--- config.mk ---
export PLATFORM = sky130hd
export DESIGN_NAME = inst_encoder
export DESIGN_NICKNAME = d
export VERILOG_FILES = /design/src/rtl/inst_encoder_pkg.sv /design/src/rtl/inst_encoder_sync_fifo.sv /design/src/rtl/inst_encoder.sv
export SDC_FILE = /design/constraint.sdc
export NUM_CORES = 1
export LEC_CHECK = 0
export ABC_AREA = 1
export BUFFER_PORTS_ARGS = -buffer_cell sky130_fd_sc_hd__buf_2
export CELL_PAD_IN_SITES_DETAIL_PLACEMENT = 1
export CELL_PAD_IN_SITES_GLOBAL_PLACEMENT = 2
export CORE_ASPECT_RATIO = 0.5
export CORE_MARGIN = 3
export CORE_UTILIZATION = 35
export DETAILED_ROUTE_END_ITERATION = 10
export PLACE_DENSITY_LB_ADDON = 0.1
export SLEW_MARGIN = 20
export SYNTH_ARGS = -nofsm -noshare
export SYNTH_HDL_FRONTEND = slang
export SYNTH_HIERARCHICAL = 1
export SYNTH_SLANG_ARGS = --single-unit
--- constraint.sdc ---
create_clock -name clk -period 3.55 [get_ports clk]
set_input_delay 0.1775 -clock clk [delete_from_list [all_inputs] [get_ports clk]]
set_output_delay 0.1775 -clock clk [all_outputs]
set_load 0.02 [all_outputs]
--- src/rtl/inst_encoder_pkg.sv ---
// Shared instruction-format definitions: opcode enum, field positions and
// opcode class helpers used by both the encoder and the ID-stage decoder.
package inst_encoder_pkg;

  typedef enum logic [5:0] {
    OP_ADD  = 6'h00, OP_ADDI = 6'h01, OP_SUB  = 6'h02, OP_SUBI = 6'h03,
    OP_MUL  = 6'h04, OP_MULI = 6'h05, OP_OR   = 6'h06, OP_ORI  = 6'h07,
    OP_AND  = 6'h08, OP_ANDI = 6'h09, OP_XOR  = 6'h0A, OP_XORI = 6'h0B,
    OP_LDW  = 6'h0C, OP_STW  = 6'h0D, OP_BZ   = 6'h0E, OP_BEQ  = 6'h0F,
    OP_JR   = 6'h10, OP_HALT = 6'h11
  } op_e;

  localparam logic [5:0] OP_MAX = 6'h11;

  localparam int OP_LSB  = 26;
  localparam int RS_LSB  = 21;
  localparam int RT_LSB  = 16;
  localparam int RD_LSB  = 11;
  localparam int IMM_LSB = 0;

  typedef enum logic [1:0] {
    ST_IDLE  = 2'd0,
    ST_LOAD  = 2'd1,
    ST_DRAIN = 2'd2,
    ST_DONE  = 2'd3
  } state_e;

  // R-type ops are the even opcodes from ADD through XOR
  function automatic logic is_rtype(input logic [5:0] op);
    return (op <= 6'h0A) && !op[0];
  endfunction

  function automatic logic is_itype(input logic [5:0] op);
    logic r;
    r = 1'b0;
    case (op)
      OP_ADDI, OP_SUBI, OP_MULI, OP_ORI, OP_ANDI, OP_XORI,
      OP_LDW, OP_STW, OP_BEQ: r = 1'b1;
      default:                r = 1'b0;
    endcase
    return r;
  endfunction

endpackage

--- src/rtl/inst_encoder_sync_fifo.sv ---
// Synchronous FIFO with full/empty flags; pushes while full and pops while
// empty are dropped so callers may gate loosely.
module sync_fifo #(
  parameter int DEPTH = 4,
  parameter int WIDTH = 32
) (
  input  logic             clk,
  input  logic             reset,
  input  logic             push,
  input  logic [WIDTH-1:0] wdata,
  input  logic             pop,
  output logic [WIDTH-1:0] rdata,
  output logic             full,
  output logic             empty
);

  localparam int AW = $clog2(DEPTH);
  localparam logic [AW:0] FULL_CNT = DEPTH[AW:0];

  logic [WIDTH-1:0] mem [DEPTH];
  logic [AW-1:0]    wptr;
  logic [AW-1:0]    rptr;
  logic [AW:0]      cnt;
  logic             do_push;
  logic             do_pop;

  assign full    = (cnt == FULL_CNT);
  assign empty   = (cnt == '0);
  assign do_push = push && !full;
  assign do_pop  = pop && !empty;
  assign rdata   = mem[rptr];

  always_ff @(posedge clk) begin
    if (reset) begin
      wptr <= '0;
      rptr <= '0;
      cnt  <= '0;
    end else begin
      if (do_push) begin
        mem[wptr] <= wdata;
        wptr      <= wptr + 1'b1;
      end
      if (do_pop) rptr <= rptr + 1'b1;
      case ({do_push, do_pop})
        2'b10:   cnt <= cnt + 1'b1;
        2'b01:   cnt <= cnt - 1'b1;
        default: cnt <= cnt;
      endcase
    end
  end

endmodule

--- src/rtl/inst_encoder.sv ---
// Encodes field-level instruction requests into 32-bit words and streams them
// through a FIFO into instruction memory starting at a base word address.
//
//   state    | meaning
//   ST_IDLE  | waiting for start after reset
//   ST_LOAD  | accepting requests, writing words
//   ST_DRAIN | HALT accepted, flushing remaining FIFO words to imem
//   ST_DONE  | load finished; start begins a new load
module inst_encoder
  import inst_encoder_pkg::*;
#(
  parameter int FIFO_DEPTH = 4,
  parameter int ADDR_W     = 10
) (
  input  logic              clk,
  input  logic              reset,
  input  logic              start,
  input  logic [ADDR_W-1:0] base_addr,
  input  logic              req_valid,
  output logic              req_ready,
  input  logic [5:0]        req_op,
  input  logic [4:0]        req_rs,
  input  logic [4:0]        req_rt,
  input  logic [4:0]        req_rd,
  input  logic [31:0]       req_imm,
  output logic              imem_we,
  output logic [ADDR_W-1:0] imem_addr,
  output logic [31:0]       imem_wdata,
  input  logic              imem_ready,
  output logic              busy,
  output logic              done,
  output logic              err_illegal,
  output logic              err_imm,
  output logic [ADDR_W-1:0] inst_count
);

  state_e      state, state_nxt;
  logic        fifo_full, fifo_empty;
  logic [31:0] fifo_head;
  logic [31:0] enc_word;
  logic        accept, push, pop, load_start, fifo_reset;
  logic        op_illegal, needs_imm, imm_fits, imm_bad;

  function automatic logic [31:0] encode(input logic [5:0]  op,
                                         input logic [4:0]  rs,
                                         input logic [4:0]  rt,
                                         input logic [4:0]  rd,
                                         input logic [15:0] imm);
    logic [31:0] w;
    w = '0;
    w[OP_LSB +: 6] = op;
    if (is_rtype(op)) begin
      w[RS_LSB +: 5] = rs;
      w[RT_LSB +: 5] = rt;
      w[RD_LSB +: 5] = rd;
    end else if (is_itype(op)) begin
      w[RS_LSB +: 5]   = rs;
      w[RT_LSB +: 5]   = rt;
      w[IMM_LSB +: 16] = imm;
    end else if (op == OP_BZ) begin
      w[RS_LSB +: 5]   = rs;
      w[IMM_LSB +: 16] = imm;
    end else if (op == OP_JR) begin
      w[RS_LSB +: 5] = rs;
    end
    return w;
  endfunction

  assign op_illegal = (req_op > OP_MAX);
  assign needs_imm  = is_itype(req_op) || (req_op == OP_BZ);
  // Upper 17 bits must be pure sign extension of bit 15
  assign imm_fits   = (req_imm[31:15] == '0) || (req_imm[31:15] == '1);
  assign imm_bad    = needs_imm && !imm_fits;
  assign enc_word   = encode(req_op, req_rs, req_rt, req_rd, req_imm[15:0]);

  assign req_ready  = (state == ST_LOAD) && !fifo_full;
  assign accept     = req_valid && req_ready;
  assign push       = accept && !op_illegal && !imm_bad;
  assign load_start = start && ((state == ST_IDLE) || (state == ST_DONE));
  assign fifo_reset = reset || load_start;

  assign imem_we    = !fifo_empty && ((state == ST_LOAD) || (state == ST_DRAIN));
  assign imem_wdata = imem_we ? fifo_head : '0;
  assign pop        = imem_we && imem_ready;
  assign busy       = (state == ST_LOAD) || (state == ST_DRAIN);
  assign done       = (state == ST_DONE);

  sync_fifo #(.DEPTH(FIFO_DEPTH), .WIDTH(32)) u_fifo (
    .clk   (clk),
    .reset (fifo_reset),
    .push  (push),
    .wdata (enc_word),
    .pop   (pop),
    .rdata (fifo_head),
    .full  (fifo_full),
    .empty (fifo_empty)
  );

  always_comb begin
    state_nxt = state;
    case (state)
      ST_IDLE:  if (start) state_nxt = ST_LOAD;
      ST_LOAD:  if (accept && (req_op == OP_HALT)) state_nxt = ST_DRAIN;
      ST_DRAIN: if (fifo_empty) state_nxt = ST_DONE;
      ST_DONE:  if (start) state_nxt = ST_LOAD;
      default:  state_nxt = ST_IDLE;
    endcase
  end

  always_ff @(posedge clk) begin
    if (reset) begin
      state       <= ST_IDLE;
      imem_addr   <= '0;
      inst_count  <= '0;
      err_illegal <= 1'b0;
      err_imm     <= 1'b0;
    end else begin
      state <= state_nxt;
      if (load_start) begin
        imem_addr   <= base_addr;
        inst_count  <= '0;
        err_illegal <= 1'b0;
        err_imm     <= 1'b0;
      end else begin
        if (pop) begin
          imem_addr  <= imem_addr + 1'b1;
          inst_count <= inst_count + 1'b1;
        end
        if (accept && op_illegal) err_illegal <= 1'b1;
        if (accept && !op_illegal && imm_bad) err_imm <= 1'b1;
      end
    end
  end

endmodule

==> results_dict.tcl <==
set metrics [dict create \
    status "finished, final reports clean" \
    route.detailed.drc 0 \
    synth_seq_cells 161 \
    crit_required_ps 3610 \
    post-route-min-period_ps 2840 \
    fmax_mhz 352 \
    regToRegStartpoint "state[0]$_SDFFE_PP0P_" \
    crit_path_end "u_fifo/mem[1][10]$_DFFE_PP_" \
    hold_path.startpoint "req_op[1]" \
    dieWidth_um 211 \
    cts_tree "yes" \
    vias 5516 \
    syn-instance-count 750 \
    grt_max_degree 65 \
    overflow 0 \
    clock_path_buffers 2 \
    tightest_slew_ps 1070 \
    crit_fanout 32 \
    period_share_pct 80.0 \
    r2r_setup_slack_ps 710 \
    swShare_pct 27.2 \
    yosysTopAreaCellShare_pct 52.3 \
    cellLeakagePower_nw 3.74 \
    irDropWorstVdd_mv 0.351 \
    clock_power_share_pct 39.9 \
    cts_setup_buffers 0 \
    p_total_mw 4.58 \
    fin_tns_setup_ps 0 \
    yosysMostFrequentCell "nor2_1" \
    place_area_um2 8240 \
    cts_buffers 17 \
    antennaDiodeCount 0 \
    r2r-end "u_fifo/mem[1][10]$_DFFE_PP_" \
    clkTransAtPathRegs_ps 60 \
    p_seq_share_pct 46.7 \
    synth_xor_area_share_pct 0.238 \
    netlist_area_um2 7350 \
    nets 959 \
    synth_area_per_cell_um2 9.80 \
    yosys.area_share.simple_pct 17.0 \
    clkSinkCount 161 \
    die_h_um 108 \
    grt_pass1_wl_um 29600 \
    ys_types 39 \
    die_area_um2 22900 \
    rsz0062_at_grt "false" \
    pwr_density_cell_nw_per_um2 518 \
    port-buffer-count 125 \
    pin_count 126 \
    grt_pass1_vias 5801 \
    dominantRegCellSynth "edfxtp_1" \
    drive_gt1_share_pct 21.5 \
    rr_worst_depth 10 \
    p_sw_mw 1.25 \
    wl_per_cell_um 16.0 \
    final-setup-viol-count 0 \
    track_usage_pct 16.6 \
    drv_slew 0 \
    synth_edf_count 128 \
    drt-total-wl_um 18500 \
    synth_warnings 6 \
    synth_compound_area_share_pct 10.6 \
    grt_antenna_before_repair 0 \
    antenna_left 0 \
    startpoint "state[0]$_SDFFE_PP0P_" \
    slew_headroom_pct 28.2 \
    cp-start-kind "register" \
    nFillCells 2281 \
    initial_core_util_pct 36.7 \
    ys_top_cells_by_count "156 x nor2_1, 128 x edfxtp_1, 111 x inv_1, 78 x nand2_1, 54 x o21ai_0" \
    cell_internal_pwr_mw 3.33 \
    area_delta_synth_final_pct 20.3 \
    yosysTopAreaCell "edfxtp_1" \
    design_area_um2 8850 \
    cap_violations 0 \
    synth_top_family_by_area "simple AND/OR/NAND/NOR gates" \
    worstPathArrival_ps 2900 \
    cp-end-kind "register" \
    synth_adder_area_share_pct 1.97 \
    synthesis.nets 829 \
    cts_max_level 4 \
    min_path_type "primary input to register" \
    drt_iter0_drc 212 \
    power_frac_comb_pct 13.4 \
    async_reset_ff_share_pct 0 \
    core_area_um2 20000 \
    synthMuxAreaShare_pct 0 \
    rows 36 \
    insertion_delay_ps 420 \
    finClkSkew_ps 13.5 \
    yosys-top-cells-area "edfxtp_1 52%, dfxtp_1 9.0%, nor2_1 8.0%, inv_1 5.7%, nand2_1 4.0%" \
    via_per_inst 4.76 \
    worstSetupPathType "register to register" \
    globalplace.congestion 0.719 \
    root_buffer "clkbuf_16" \
    detailedPlacementHpwl_um 12300 \
    drt_pass1_iterations 4 \
    yosysSeqAreaShare_pct 61.3 \
    hold_viol_final 0 \
]
==> what timing repair did <==
item                                   CTS  global route
hold buffers                             2             0
resized for setup                        0             0
endpoints found under the hold margin    5             0
==> metal layers <==
layer  share of wire (%)  vias up  track usage (%)
li1                    -     2757                -
met1                  47     2681             21.0
met2                  49       67             29.4
met3                 3.3       11             3.71
met4                0.51        0             3.58
met5                   0        -                0
==> kinds of logic after synthesis <==
kind of cell	count (synthesis)
AND/OR/NAND/NOR	289
flip-flops	161
buffers and inverters	144
AO/OA/AOI/OAI	143
adder cells (fa/ha/maj)	11
XOR/XNOR	2
==> metrics by stage <==
stage	worst slack [ps]	hold WS [ps]	util, %	instances
2_1_floorplan	266	244	-	750
3_3_place_gp	766	422	41.1	1125
3_5_place_dp	679	438	41.1	1125
4_1_cts	663	1.06	44.1	1158
5_1_grt	496	1.07	44.1	1158
6_report	711	15.4	44.1	1158
==> state kept, by name, indices dropped and copies added, names as in the netlist, 2 cells and up, named ones only <==
register	flops
imem_addr	10
inst_count	10
state	2
u_fifo/cnt	3
u_fifo/mem	128
u_fifo/rptr	2
u_fifo/wptr	2
==> worst max-delay path, cell delays in order, from the launching register on <==
cell	delay (ps)
dfxtp_1	390
inv_1	70
ha_1	380
nand2_4	220
inv_4	130
nor2_8	120
inv_2	110
inv_1	200
nand2_1	270
nor2_4	150
buf_4	430
==> how the worst min path moves through the flow <==
stage,to,slack [ps],cells after the start
after floorplan,imem_addr[2]$_SDFFE_PP0P_,240,1
after global placement,u_fifo/mem[1][28]$_DFFE_PP_,420,1
after detailed placement,u_fifo/mem[2][28]$_DFFE_PP_,440,1
after CTS,u_fifo/mem[0][29]$_DFFE_PP_,1,1
after global routing,u_fifo/mem[3][29]$_DFFE_PP_,1,1
final,u_fifo/mem[1][27]$_DFFE_PP_,20,1
==> power by group through the flow <==
| stage | logic (mW) | clock network [mW] | registers, mW |
|---|---|---|---|
| 3_5_place_dp | 0.621 | 0 | 2.18 |
| 4_1_cts | 0.627 | 1.87 | 2.14 |
| 6_report | 0.614 | 1.83 | 2.14 |
| 5_1_grt | 0.685 | 1.95 | 2.14 |
| 2_1_floorplan | 0.382 | 0 | 2.21 |
| 3_3_place_gp | 0.617 | 0 | 2.18 |
==> cell usage in the layout, fill, tap and decap left out, drive strengths merged, types with 3 or more instances in the layout <==
cell | Yosys | final
a21oi | 20 | 20
a31oi | 3 | 3
buf | 22 | 134
clkbuf | 3 | 18
clkinv | 0 | 3
clkinvlp | 0 | 3
dfxtp | 33 | 33
edfxtp | 128 | 128
ha | 10 | 10
inv | 119 | 124
nand2 | 81 | 81
nand3 | 24 | 24
nand4 | 3 | 3
nor2 | 165 | 165
nor3 | 10 | 10
o211ai | 3 | 3
o21ai | 82 | 82
o22ai | 33 | 33
or2 | 3 | 3
==> cell type report <==
type / instances / area, um2 / share of cell area, %
well taps: 266 / 333 / 3.76
clock buffers: 18 / 429 / 4.85
clock inverters: 13 / 153 / 1.73
multi-input cells: 445 / 2230 / 25.2
repair buffers: 136 / 738 / 8.35
flip-flops and latches: 161 / 4510 / 50.9
inverters: 119 / 462 / 5.22
Power figures use the tool's default switching activity.
